File: src/rtl/fetch_unit_if.sv
// fetch_unit_if
// Bundles the fetch stage's pipeline-control inputs, the instruction-memory
// port and the IF/ID pipeline register outputs.
//   master : the fetch unit (drives pc and the IF/ID outputs)
//   slave  : the surrounding pipeline and instruction memory
// Signals:
//   stall, flush              hold / squash requests from downstream
//   branch_taken, branch_offset  taken-branch redirect (signed word offset)
//   jump, jump_target         jump redirect (26-bit word-address field)
//   pc, instruction           instruction-memory address and same-cycle data
//   ifid_instr, ifid_pc_plus1, ifid_valid   IF/ID pipeline register
//   fetch_count               number of valid instructions latched
interface fetch_unit_if;
    logic        stall;
    logic        flush;
    logic        branch_taken;
    logic [15:0] branch_offset;
    logic        jump;
    logic [25:0] jump_target;
    logic [31:0] pc;
    logic [31:0] instruction;
    logic [31:0] ifid_instr;
    logic [31:0] ifid_pc_plus1;
    logic        ifid_valid;
    logic [31:0] fetch_count;

    modport master (
        input  stall, flush, branch_taken, branch_offset, jump, jump_target,
               instruction,
        output pc, ifid_instr, ifid_pc_plus1, ifid_valid, fetch_count
    );

    modport slave (
        output stall, flush, branch_taken, branch_offset, jump, jump_target,
               instruction,
        input  pc, ifid_instr, ifid_pc_plus1, ifid_valid, fetch_count
    );
endinterface

File: src/rtl/fetch_unit.sv
// fetch_unit
// Instruction fetch stage: keeps a word-addressed PC, reads instruction
// memory combinationally, and fills the IF/ID register. Handles jump and
// taken-branch redirects (which squash the wrong-path slot), stall, flush,
// bubbles for unprogrammed words, and counts valid fetches.
// Ports:
//   clk    rising-edge clock
//   rst_n  asynchronous active-low reset
//   bus    fetch_unit_if.master (see interface header)
module fetch_unit #(
    parameter logic [31:0] RESET_PC   = 32'd0,
    parameter int unsigned IMEM_DEPTH = 1024,
    parameter logic [31:0] NOP_WORD   = 32'hFFFF_FFFF
) (
    input  logic           clk,
    input  logic           rst_n,
    fetch_unit_if.master   bus
);

    localparam logic [31:0] DEPTH = 32'(IMEM_DEPTH);
    localparam logic [31:0] LAST  = DEPTH - 32'd1;

    typedef enum logic [1:0] {
        BOOT = 2'd0,
        RUN  = 2'd1,
        HOLD = 2'd2
    } state_t;

    state_t      state_reg, state_next;
    logic [31:0] pc_reg;
    logic [31:0] ifid_instr_reg;
    logic [31:0] ifid_pc_plus1_reg;
    logic        ifid_valid_reg;
    logic [31:0] fetch_count_reg;

    logic [31:0] pc_next;
    logic        active;      // past the boot cycle
    logic        redirect;
    logic        do_load;     // PC and IF/ID take new values this edge
    logic        do_squash;   // clear ifid_valid without loading (flush while stalled)
    logic        new_valid;

    // ---------------- state register ----------------
    always_ff @(posedge clk or negedge rst_n) begin
        if (!rst_n) begin
            state_reg <= BOOT;
        end else begin
            state_reg <= state_next;
        end
    end

    // ---------------- next-state logic ----------------
    always_comb begin
        state_next = state_reg;
        case (state_reg)
            BOOT:    state_next = RUN;
            RUN,
            HOLD: begin
                if (bus.jump || bus.branch_taken) begin
                    state_next = RUN;
                end else if (bus.stall) begin
                    state_next = HOLD;
                end else begin
                    state_next = RUN;
                end
            end
            default: state_next = BOOT;
        endcase
    end

    // ---------------- output / control decode ----------------
    always_comb begin
        active    = (state_reg == RUN) || (state_reg == HOLD);
        redirect  = active && (bus.jump || bus.branch_taken);
        // A redirect overrides stall; otherwise stall freezes PC and IF/ID.
        do_load   = active && (redirect || !bus.stall);
        do_squash = active && bus.flush;
        // Redirected slot is wrong-path; NOP_WORD slots are bubbles.
        new_valid = !redirect && !bus.flush && (bus.instruction != NOP_WORD);
    end

    // ---------------- next PC: jump > branch > sequential ----------------
    always_comb begin
        pc_next = (pc_reg == LAST) ? 32'd0 : pc_reg + 32'd1;
        if (bus.jump) begin
            pc_next = {ifid_pc_plus1_reg[31:26], bus.jump_target} % DEPTH;
        end else if (bus.branch_taken) begin
            pc_next = (ifid_pc_plus1_reg + {{16{bus.branch_offset[15]}}, bus.branch_offset}) % DEPTH;
        end
    end

    // ---------------- PC and IF/ID datapath ----------------
    always_ff @(posedge clk or negedge rst_n) begin
        if (!rst_n) begin
            pc_reg            <= RESET_PC;
            ifid_instr_reg    <= 32'd0;
            ifid_pc_plus1_reg <= 32'd0;
            ifid_valid_reg    <= 1'b0;
            fetch_count_reg   <= 32'd0;
        end else if (do_load) begin
            pc_reg            <= pc_next;
            ifid_instr_reg    <= bus.instruction;
            ifid_pc_plus1_reg <= pc_reg + 32'd1;
            ifid_valid_reg    <= new_valid;
            if (new_valid && (fetch_count_reg != 32'hFFFF_FFFF)) begin
                fetch_count_reg <= fetch_count_reg + 32'd1;
            end
        end else if (do_squash) begin
            ifid_valid_reg    <= 1'b0;
        end
    end

    assign bus.pc            = pc_reg;
    assign bus.ifid_instr    = ifid_instr_reg;
    assign bus.ifid_pc_plus1 = ifid_pc_plus1_reg;
    assign bus.ifid_valid    = ifid_valid_reg;
    assign bus.fetch_count   = fetch_count_reg;

endmodule

File: src/flat_wrapper.sv
// flat-port wrapper written by rule: the top's interface ports become plain ports
module fetch_unit_flat 
#(
    parameter logic [31:0] RESET_PC   = 32'd0,
    parameter int unsigned IMEM_DEPTH = 1024,
    parameter logic [31:0] NOP_WORD   = 32'hFFFF_FFFF
)
  (clk, rst_n, bus_stall, bus_flush, bus_branch_taken, bus_branch_offset, bus_jump, bus_jump_target, bus_instruction, bus_pc, bus_ifid_instr, bus_ifid_pc_plus1, bus_ifid_valid, bus_fetch_count);
  fetch_unit_if bus_i ();
  input  logic clk;
  input  logic rst_n;
  input wire logic [$bits(bus_i.stall)-1:0] bus_stall;
  input wire logic [$bits(bus_i.flush)-1:0] bus_flush;
  input wire logic [$bits(bus_i.branch_taken)-1:0] bus_branch_taken;
  input wire logic [$bits(bus_i.branch_offset)-1:0] bus_branch_offset;
  input wire logic [$bits(bus_i.jump)-1:0] bus_jump;
  input wire logic [$bits(bus_i.jump_target)-1:0] bus_jump_target;
  input wire logic [$bits(bus_i.instruction)-1:0] bus_instruction;
  output wire logic [$bits(bus_i.pc)-1:0] bus_pc;
  output wire logic [$bits(bus_i.ifid_instr)-1:0] bus_ifid_instr;
  output wire logic [$bits(bus_i.ifid_pc_plus1)-1:0] bus_ifid_pc_plus1;
  output wire logic [$bits(bus_i.ifid_valid)-1:0] bus_ifid_valid;
  output wire logic [$bits(bus_i.fetch_count)-1:0] bus_fetch_count;
  assign bus_i.stall = bus_stall;
  assign bus_i.flush = bus_flush;
  assign bus_i.branch_taken = bus_branch_taken;
  assign bus_i.branch_offset = bus_branch_offset;
  assign bus_i.jump = bus_jump;
  assign bus_i.jump_target = bus_jump_target;
  assign bus_i.instruction = bus_instruction;
  assign bus_pc = bus_i.pc;
  assign bus_ifid_instr = bus_i.ifid_instr;
  assign bus_ifid_pc_plus1 = bus_i.ifid_pc_plus1;
  assign bus_ifid_valid = bus_i.ifid_valid;
  assign bus_fetch_count = bus_i.fetch_count;
  fetch_unit #(.RESET_PC(RESET_PC), .IMEM_DEPTH(IMEM_DEPTH), .NOP_WORD(NOP_WORD)) u_core (.clk(clk), .rst_n(rst_n), .bus(bus_i));
endmodule
File: config.mk
export PLATFORM = sky130hd
export DESIGN_NAME = fetch_unit_flat
export DESIGN_NICKNAME = d
export VERILOG_FILES = /design/src/rtl/fetch_unit_if.sv /design/src/rtl/fetch_unit.sv /design/src/flat_wrapper.sv
export SDC_FILE = /design/constraint.sdc
export NUM_CORES = 1
export LEC_CHECK = 0
export ABC_AREA = 0
export BUFFER_PORTS_ARGS = -buffer_cell sky130_fd_sc_hd__buf_2
export CORE_MARGIN = 2
export CORE_UTILIZATION = 30
export CTS_CLUSTER_SIZE = 30
export DETAILED_ROUTE_END_ITERATION = 8
export HOLD_SLACK_MARGIN = 0.15
export MAX_ROUTING_LAYER = met4
export PLACE_DENSITY = 0.55
export SLEW_MARGIN = 20
export SYNTH_ARGS = -nofsm -noshare
export SYNTH_HDL_FRONTEND = slang
export SYNTH_SLANG_ARGS = --single-unit
File: constraint.sdc
create_clock -name clk -period 2.6 [get_ports clk]
set_clock_uncertainty 0.05 [all_clocks]
set_input_delay 0.13 -clock clk [delete_from_list [all_inputs] [get_ports clk]]
set_output_delay 0.13 -clock clk [all_outputs]
set_load 0.01 [all_outputs]
# Yosys cells after proc, flatten, opt, wreduce, memory -nomap -nowiden
# Cells that the tools add are included.
# word_totals
regBits,131
latchBits,0
mem_bits_rw,0
romBits,0
input_bits,80
output_inout_bits,129
elab_cells,38
mem_count,0
# op_classes
addsub,3
mul,0
div,0
magnitude_cmp,0
n_eq_ne,5
n_shift,0
n_mux,8
bitwise,0
reduce_logical,16
# ops
cell,count
$mux 32,3
$add 32x1->32 const B,2
$ne 32x32->1 const B,2
$eq 32x10->1 const B,1
$add 10x10->10,1
$logic_and 1x1->1,6
$mux 2,2
$pmux 2 s2,1
$logic_not 1->1,3
$logic_or 1x1->1,3
$eq 2x1->1 const B,1
$eq 2x2->1 const B,1
$logic_not 2->1,1
$mux 1,2
$reduce_and 2->1,1
$reduce_bool 2->1,1
$reduce_or 2->1,1

# Depth between registers and ports, before layout
# Gate-level depths: netlist (run 1).
# depth
ltp_word,8
depth_mapped,9
mapped_depth_nobuf,9

# Least setup slack after synthesis (run 1)
# No wires, ideal clock.
# synth_path
path_type,reg2reg
from,register u_core.state_reg[0]
to,register u_core.fetch_count_reg[1] (netlist: u_core.bus.fetch_count[1])
setup_ns,0.125
arrival_time_ns,2.035
t_required_ns,2.425
slack_ns,0.390
path_stages_with_launch,8
n_path_buf,0
synth_period_minus_slack_ns,2.210
path_cell_list,dfrtp_1 > inv_1 > ha_1 > or3b_4 > nor3_2 > o21ai_0 > a21oi_2 > mux2_2
# synth_between
elab_chain_cells,8
elab_cells_between_ends,11
cone_classes,eq/ne (2); reduce/logical (9)
# synth_lines
element,line,text
"start, declared",fetch_unit.sv:29,"state_t state_reg, state_next;"
"start signal, assigned",fetch_unit.sv:48,state_reg <= state_next;
$eq 2x1->1 or $eq 2x2->1 (tied branches),fetch_unit.sv:73,active = (state_reg == RUN) || (state_reg == HOLD);
$logic_or 1x1->1 (*),fetch_unit.sv:73,
$logic_and 1x1->1,fetch_unit.sv:74,redirect = active && (bus.jump || bus.branch_taken);
$logic_not 1->1,fetch_unit.sv:79,new_valid = !redirect && !bus.flush && (bus.instruction != NOP_WORD);
$logic_and 1x1->1 (2 in a row),fetch_unit.sv:79,
$logic_and 1x1->1,fetch_unit.sv:105,if (new_valid && (fetch_count_reg != 32'hFFFF_FFFF)) begin
$reduce_and 2->1 (no source line) (*),--,
"end signal, assigned",fetch_unit.sv:106,fetch_count_reg <= fetch_count_reg + 32'd1;
"end, declared",fetch_unit.sv:34,logic [31:0] fetch_count_reg;
# Mark *: on every way between the ends. The rest lies on a longest branch, timed or not.
# A chain may end at the register's enable or synchronous reset.

# Worst setup path in the final report (run 1)
# layout_path
from,register u_core.pc_reg[19] (netlist: u_core.bus.pc[19])
to,register u_core.pc_reg[22] (netlist: u_core.bus.pc[22])
# layout_between
elab_chain_cells,4
elab_cells_between_ends,5
cone_classes,add/sub (1); eq/ne (1); mux (3)
# layout_lines
element,line,text
"start, declared",fetch_unit.sv:30,logic [31:0] pc_reg;
"start signal, assigned",fetch_unit.sv:101,pc_reg <= pc_next;
$add 32x1->32 or $eq 32x10->1 (tied branches),fetch_unit.sv:84,pc_next = (pc_reg == LAST) ? 32'd0 : pc_reg + 32'd1;
$mux 32 (*),fetch_unit.sv:84,
$mux 32 (*),fetch_unit.sv:87,end else if (bus.branch_taken) begin
$mux 32 (*),fetch_unit.sv:85,if (bus.jump) begin
# Marked as above.

==> results.txt, run 1 <==
Chip width: 155 µm
Synth top area cells: dfrtp_1, nand2_1, o21ai_0
Post-route cell area: 0.00929 mm²
Slowest CP cell: dfrtp_1
Area delta synth->final: 36.4%
Gp weighted congestion: 0.803
Area of the multi-input gates: 0.00333 mm²
Synth Warn #: 0
Register-to-Register Path Depth: 7
Least-Margin Pin Slew: 0.996 ns
CP Capture Type: register
N_diodes: 0
Setup TNS Final: 0 ns
Cts bufs inserted: 17
Count of input and output buffers: 186
DRC Markers: 0
Power Dens Cells: 884 mW/mm²
Setup WS pre-CTS: 0.287 ns
Non-filler cells, final: 1297
Post-synth top area share: 0.481
Io pins: 209
Final #Nets: 1094
Placeable Area: 0.0224 mm²
Hold WS: 0.156 ns
GRT overflow: 0
Crit path cell chain: nor4_1 -> nand4_1 -> o41ai_4 -> buf_4 -> or2_2 -> nor3b_1 -> a21o_1
Final hold vios: 0
Async S/R FF share, synth: 1.00
Routed WL per cell: 15.5 µm
Critical path class: reg -> reg
CTS tree: done
First-pass GRT wire length: 33200 µm
Post-route setup slack: 0.290 ns
Hold WC Path Type: in -> reg
DRT Wirelength: 20100 µm
TritonCTS Sinks: 131
CP Data Required Time: 2.86 ns
Post-Syn Area: 0.00681 mm²
MaxCap Viol Count: 0
CP Launch Type: register
Register area: 0.00328 mm²
Vias in the first global route: 6298
Max frequency: 433 MHz
Via-per-instance ratio: 4.88
Share of cells above drive strength 1: 0.264
Synth Area per Inst: 9.04 µm²
Crit path DAT: 2.57 ns
First drt pass iteration count: 6
Placed Area: 0.00820 mm²
Seq/Total Area, Yosys: 0.481
Netlist cell types: 61
Dominant cell type by area after synthesis: dfrtp_1
Initial Utilization: 0.304
Clock transition at the registers of the reported paths: 0.06 ns
Vias: 6323
# fillers: 2237
Largest net degree at the start of global routing: 63
Antenna Nets Post-Route: 0
Synth Instances: 753
Max Slew Vio Count: 0
Tcrit/Tclk final: 0.888
VDD IR max: 0.394 mV
Top FF cell, synth: dfrtp_1
Synth Register Bits: 131
Row count: 55
P_leak: 4.49 nW
RSZ-0062 raised after global routing: false
Hold Path Depth: 4
Die height: 155 µm
# placed instances: 1218
Worst-path fanout max: 14
Final setup viols: 0
Die Area: 0.0239 mm²
Post-DP HPWL: 14100 µm
Clk buf depth: 2
DR iter-0 viols: 232
Commonest cells in the netlist: nand2_1, dfrtp_1, o21ai_0
Max stage delay on crit path: 0.45 ns
Rel. slew slack: 0.334
Total GRT Usage: 0.178
Status: complete, no violations
CTS root buffer: clkbuf_16
Clock Latency Late Sink: 0.42 ns
Most frequent cell after synthesis: nand2_1
Post-Syn Nets: 847
Antenna violations before repair: 0
Crit path time final: 2.31 ns
Number of flops mapped to enable cells by yosys: 0
H-tree depth: 4
path summary, 6_finish.rpt:
kind,startpoint,endpoint,slack [ns]
setup / recovery,u_core.bus.pc[19],u_core.bus.pc[22],0.29
hold / removal,bus_branch_offset[9],u_core.bus.pc[9],0.16
setup reg to reg,u_core.bus.pc[19],u_core.bus.pc[22],0.29
hold reg to reg,u_core.bus.ifid_instr[26],u_core.bus.ifid_instr[26],0.42
max in group asynchronous,rst_n,u_core.bus.pc[26],1.55
min in group asynchronous,rst_n,u_core.bus.ifid_pc_plus1[2],0.22
critical path, delay by kind of cell (launching register included):
family	cells	cell delay, ns
AOI/OAI and AO/OA	2	0.49
buffers and inverters	1	0.26
DFF	1	0.45
and+or+nand+nor	4	0.95
cells in the final DEF, fill, tap and decap left out, types with 4 or more instances in the layout:
cell	synthesis	final
nand2_1	187	187
buf_2	11	185
dfrtp_1	131	131
o21ai_0	81	80
dlygate4sd3_1	0	48
xnor2_1	43	43
nor2_1	36	36
buf_4	4	29
nand3_1	26	26
nand4_1	24	24
xor2_1	22	22
nor3_1	19	19
clkbuf_16	0	17
a21oi_1	13	13
ha_1	13	13
inv_1	10	10
and3_1	9	9
o31ai_1	9	9
nor4_1	8	8
a31oi_1	7	7
and2_1	6	6
or3_1	5	5
or2_2	4	4
and4_1	4	4
o21ai_1	4	4
a211oi_1	4	4
layout make-up:
cell class	instances	area share
clock buffer	20	0.0492
clock inverter	11	0.0162
inverter	10	0.00404
multi-input combinational	575	0.359
sequential	131	0.353
tap	285	0.0384
timing repair buffer	265	0.180
power by group:
group / leakage, nW / internal, mW / switching (mW) / total [mW]
combinational: 2.48 / 1.13 / 1.72 / 2.85
clock: 0.293 / 1.56 / 0.946 / 2.51
sequential: 1.72 / 2.48 / 0.369 / 2.85
logic make-up (layout without fill, tap and decap cells):
| kind of cell | Yosys count | count (layout) | share of synthesized area |
|---|---|---|---|
| AOI/OAI and AO/OA | 142 | 142 | 0.124 |
| xor gates and xnor gates | 65 | 65 | 0.0836 |
| adders and majority gates | 14 | 14 | 0.0268 |
| buffers and inverters | 47 | 306 | 0.0325 |
| DFF | 131 | 131 | 0.481 |
| muxes | 1 | 1 | 0.00165 |
| and+or+nand+nor | 353 | 353 | 0.250 |
per-layer routing:
| layer | wire [µm] | GRT usage | up-vias |
|---|---|---|---|
| met5 | 0 | - | - |
| met4 | 244 | 0.0467 | 0 |
| met3 | 910 | 0.0339 | 23 |
| met2 | 9380 | 0.283 | 180 |
| met1 | 9570 | 0.235 | 3000 |
| li1 | - | - | 3120 |
per-stage QoR:
step	total power [mW]	utilization
final	8.21	0.414
after global routing	8.81	0.414
after CTS	8.32	0.414
after detailed placement	5.69	0.366
after global placement	5.67	0.366
after floorplan	4.57	-
timing repair:
action,in CTS,in global routing
resized for setup,0,0
hold buffers,48,0
setup buffers,0,0
endpoints found under the hold margin,136,0
endpoints found under the setup margin,0,0
Note: power is estimated with default switching activity, not from simulation.
==> run 2, diff against run 1 <==
REMOVE_ABC_BUFFERS = 1   (was unset)
==> run 2 against run 1 <==
Utilization increased by 0.30 points. Worst hold slack improved by 0.055 ns. Global-route usage decreased by 0.19 points. Critical path type unchanged. Via count increased by 0.44%. Cell area increased by 0.71%. Clock power about the same. Fmax decreased by 3.9%. Highest routed layer unchanged. Non-clock buffer count increased by 2. Largest power group is now combinational cells.
==> results.txt, run 2 (same netlist as run 1, synthesis figures left out) <==
Status: complete, no violations (unchanged)
Share of cells above drive strength 1: 0.263 (was 0.264)
First drt pass iteration count: 5 (was 6)
Antenna Nets Post-Route: 0 (unchanged)
Post-route setup slack: 0.196 ns (was 0.290 ns)
Tcrit/Tclk final: 0.925 (was 0.888)
Post-CTS setup buffers: 0 (unchanged)
Max frequency: 416 MHz (was 433 MHz)
Internal Power: 5.18 mW (about the same)
Io pins: 209 (unchanged)
Least-Margin Pin Slew: 0.695 ns (was 0.996 ns)
Count of input and output buffers: 186 (unchanged)
Gp weighted congestion: 0.808 (was 0.803)
Max Slew Vio Count: 0 (unchanged)
Die Area: 0.0239 mm² (unchanged)
Register area: 0.00328 mm² (unchanged)
Largest net degree at the start of global routing: 92 (was 63)
Area of the multi-input gates: 0.00334 mm² (was 0.00333 mm²)
Most frequent cells in the layout: nand2_1, buf_2, dfrtp_1, o21ai_0, dlygate4sd3_1 (unchanged)
Slowest CP cell: or3b_4 (was dfrtp_1)
Setup crit end: u_core.bus.fetch_count[6] (was u_core.bus.pc[22])
Die height: 155 µm (unchanged)
DRC Markers: 0 (unchanged)
Worst setup startpoint: u_core.state_reg[0] (was u_core.bus.pc[19])
Final #Nets: 1096 (was 1094)
Critical path class: reg -> reg (unchanged)
Reg-to-reg startpoint: u_core.state_reg[0] (was u_core.bus.pc[19])
Commonest non-fill, non-tap cell in the layout: nand2_1 (unchanged)
Cell count along the critical path: 9 (was 7)
Max stage delay on crit path: 0.40 ns (was 0.45 ns)
Cts bufs inserted: 17 (unchanged)
CTS tree: done (unchanged)
Register-to-Register Path Depth: 9 (was 7)
GRT overflow: 0 (unchanged)
Final setup viols: 0 (unchanged)
Via-per-instance ratio: 4.89 (was 4.88)
Worst-path fanout max: 6 (was 14)
Placeable Area: 0.0224 mm² (unchanged)
Final core utilization: 0.417 (was 0.414)
MaxCap Viol Count: 0 (unchanged)
Final hold vios: 0 (unchanged)
Clock Latency Late Sink: 0.41 ns (was 0.42 ns)
Initial Utilization: 0.304 (unchanged)
Hold WC Path Type: in -> reg (unchanged)
Area delta synth->final: 37.4% (was 36.4%)
Routed WL per cell: 15.4 µm (was 15.5 µm)
Worst flop-to-flop path endpoint: u_core.bus.fetch_count[6] (was u_core.bus.pc[22])
Clock transition at the registers of the reported paths: 0.06 ns (about the same)
Crit path cell chain: inv_1 -> ha_1 -> or3b_4 -> nor3_2 -> o21ai_0 -> a21oi_2 -> buf_4 -> nand3_1 -> xnor2_1 (was nor4_1 -> nand4_1 -> o41ai_4 -> buf_4 -> or2_2 -> nor3b_1 -> a21o_1)
CTS root buffer: clkbuf_16 (unchanged)
Power Dens Cells: 884 mW/mm² (about the same)
CP Capture Type: register (unchanged)
DRT Wirelength: 20000 µm (was 20100 µm)
Vias: 6351 (was 6323)
Total Power: 8.26 mW (was 8.21 mW)
Worst path top cell family by delay: simple AND/OR/NAND/NOR gates (unchanged)
Clock power frac: 0.303 (was 0.305)
Crit path buffers/inverters: 2 (was 1)
Post-DP HPWL: 14000 µm (was 14100 µm)
Sequential power share: 0.338 (was 0.348)
Total GRT Usage: 0.176 (was 0.178)
Crit path time final: 2.40 ns (was 2.31 ns)
VDD IR max: 0.362 mV (was 0.394 mV)
# fillers: 2229 (was 2237)
Vias in the first global route: 6368 (was 6298)
Hold WS: 0.212 ns (was 0.156 ns)
CP Data Required Time: 2.85 ns (was 2.86 ns)
H-tree depth: 4 (unchanged)
R2r setup slk: 0.20 ns (was 0.29 ns)
DR iter-0 viols: 253 (was 232)
Chip width: 155 µm (unchanged)
Antenna violations before repair: 0 (unchanged)
RSZ-0062 raised after global routing: false (unchanged)
Switch share: 0.373 (was 0.369)
Setup WS pre-CTS: 0.150 ns (was 0.287 ns)
Rel. slew slack: 0.536 (was 0.334)
CP Launch Type: register (unchanged)
Switching Power: 3.08 mW (was 3.03 mW)
Crit path DAT: 2.65 ns (was 2.57 ns)
Setup TNS Final: 0 ns (unchanged)
Combinational power share: 0.358 (was 0.347)
N_diodes: 0 (unchanged)
Clk buf depth: 2 (unchanged)
Row count: 55 (unchanged)
First-pass GRT wire length: 32900 µm (was 33200 µm)
TritonCTS Sinks: 131 (unchanged)
P_leak: 4.51 nW (was 4.49 nW)
[run 2: metrics by stage]
step	cells	instance area [µm²]
2_1_floorplan	716	6630
3_3_place_gp	1215	8220
3_5_place_dp	1215	8220
4_1_cts	1300	9350
5_1_grt	1300	9350
6_report	1300	9350
[run 2: metal layers]
metal / track usage / part of all wire / vias up
met5: - / 0 / -
met4: 0.0414 / 0.010 / 0
met3: 0.0434 / 0.055 / 13
met2: 0.276 / 0.46 / 180
met1: 0.231 / 0.48 / 3039
li1: - / - / 3119
[run 2: repair_timing]
item | in CTS | in global routing
hold buffers | 53 | 0
endpoints found under the hold margin | 115 | 0
resized for setup | 0 | 1
endpoints found under the setup margin | 0 | 1
[run 2: worst reg2reg max path, delay by kind of cell (launching register included)]
| kind | cells | cell delay, ns |
|---|---|---|
| flip-flops | 1 | 0.36 |
| buffers and inverters | 2 | 0.25 |
| AO/OA/AOI/OAI | 2 | 0.52 |
| XOR/XNOR | 1 | 0.13 |
| AND/OR/NAND/NOR | 3 | 0.71 |
| adder cells (fa/ha/maj) | 1 | 0.28 |
[run 2: final cells by class]
type | count | share of cell area
inverters | 10 | 0.00401
clock inverters | 15 | 0.0193
repair buffers | 267 | 0.186
flip-flops and latches | 131 | 0.350
well taps | 285 | 0.0381
clock buffers | 17 | 0.0455
multi-input cells | 575 | 0.357
[run 2: worst min path at each step]
stage          cells after the start  slack (ns)                     endpoint                  from
2_1_floorplan                      0       -0.22    u_core.bus.fetch_count[0]                 rst_n
3_3_place_gp                       1        0.16  u_core.bus.ifid_pc_plus1[1]                 rst_n
3_5_place_dp                       1        0.15  u_core.bus.ifid_pc_plus1[2]                 rst_n
4_1_cts                            5        0.18             u_core.bus.pc[6]  bus_branch_offset[6]
5_1_grt                            5        0.22             u_core.bus.pc[6]  bus_branch_offset[6]
6_report                           5        0.21             u_core.bus.pc[6]  bus_branch_offset[6]
[run 2: power groups by stage]
stage | Combinational, mW | Clock, mW | Sequential [mW]
after CTS | 2.99 | 2.58 | 2.80
after global routing | 3.32 | 2.66 | 2.86
after global placement | 2.89 | 0 | 2.82
final | 2.96 | 2.51 | 2.80
after detailed placement | 2.90 | 0 | 2.83
after floorplan | 1.45 | 0 | 3.04
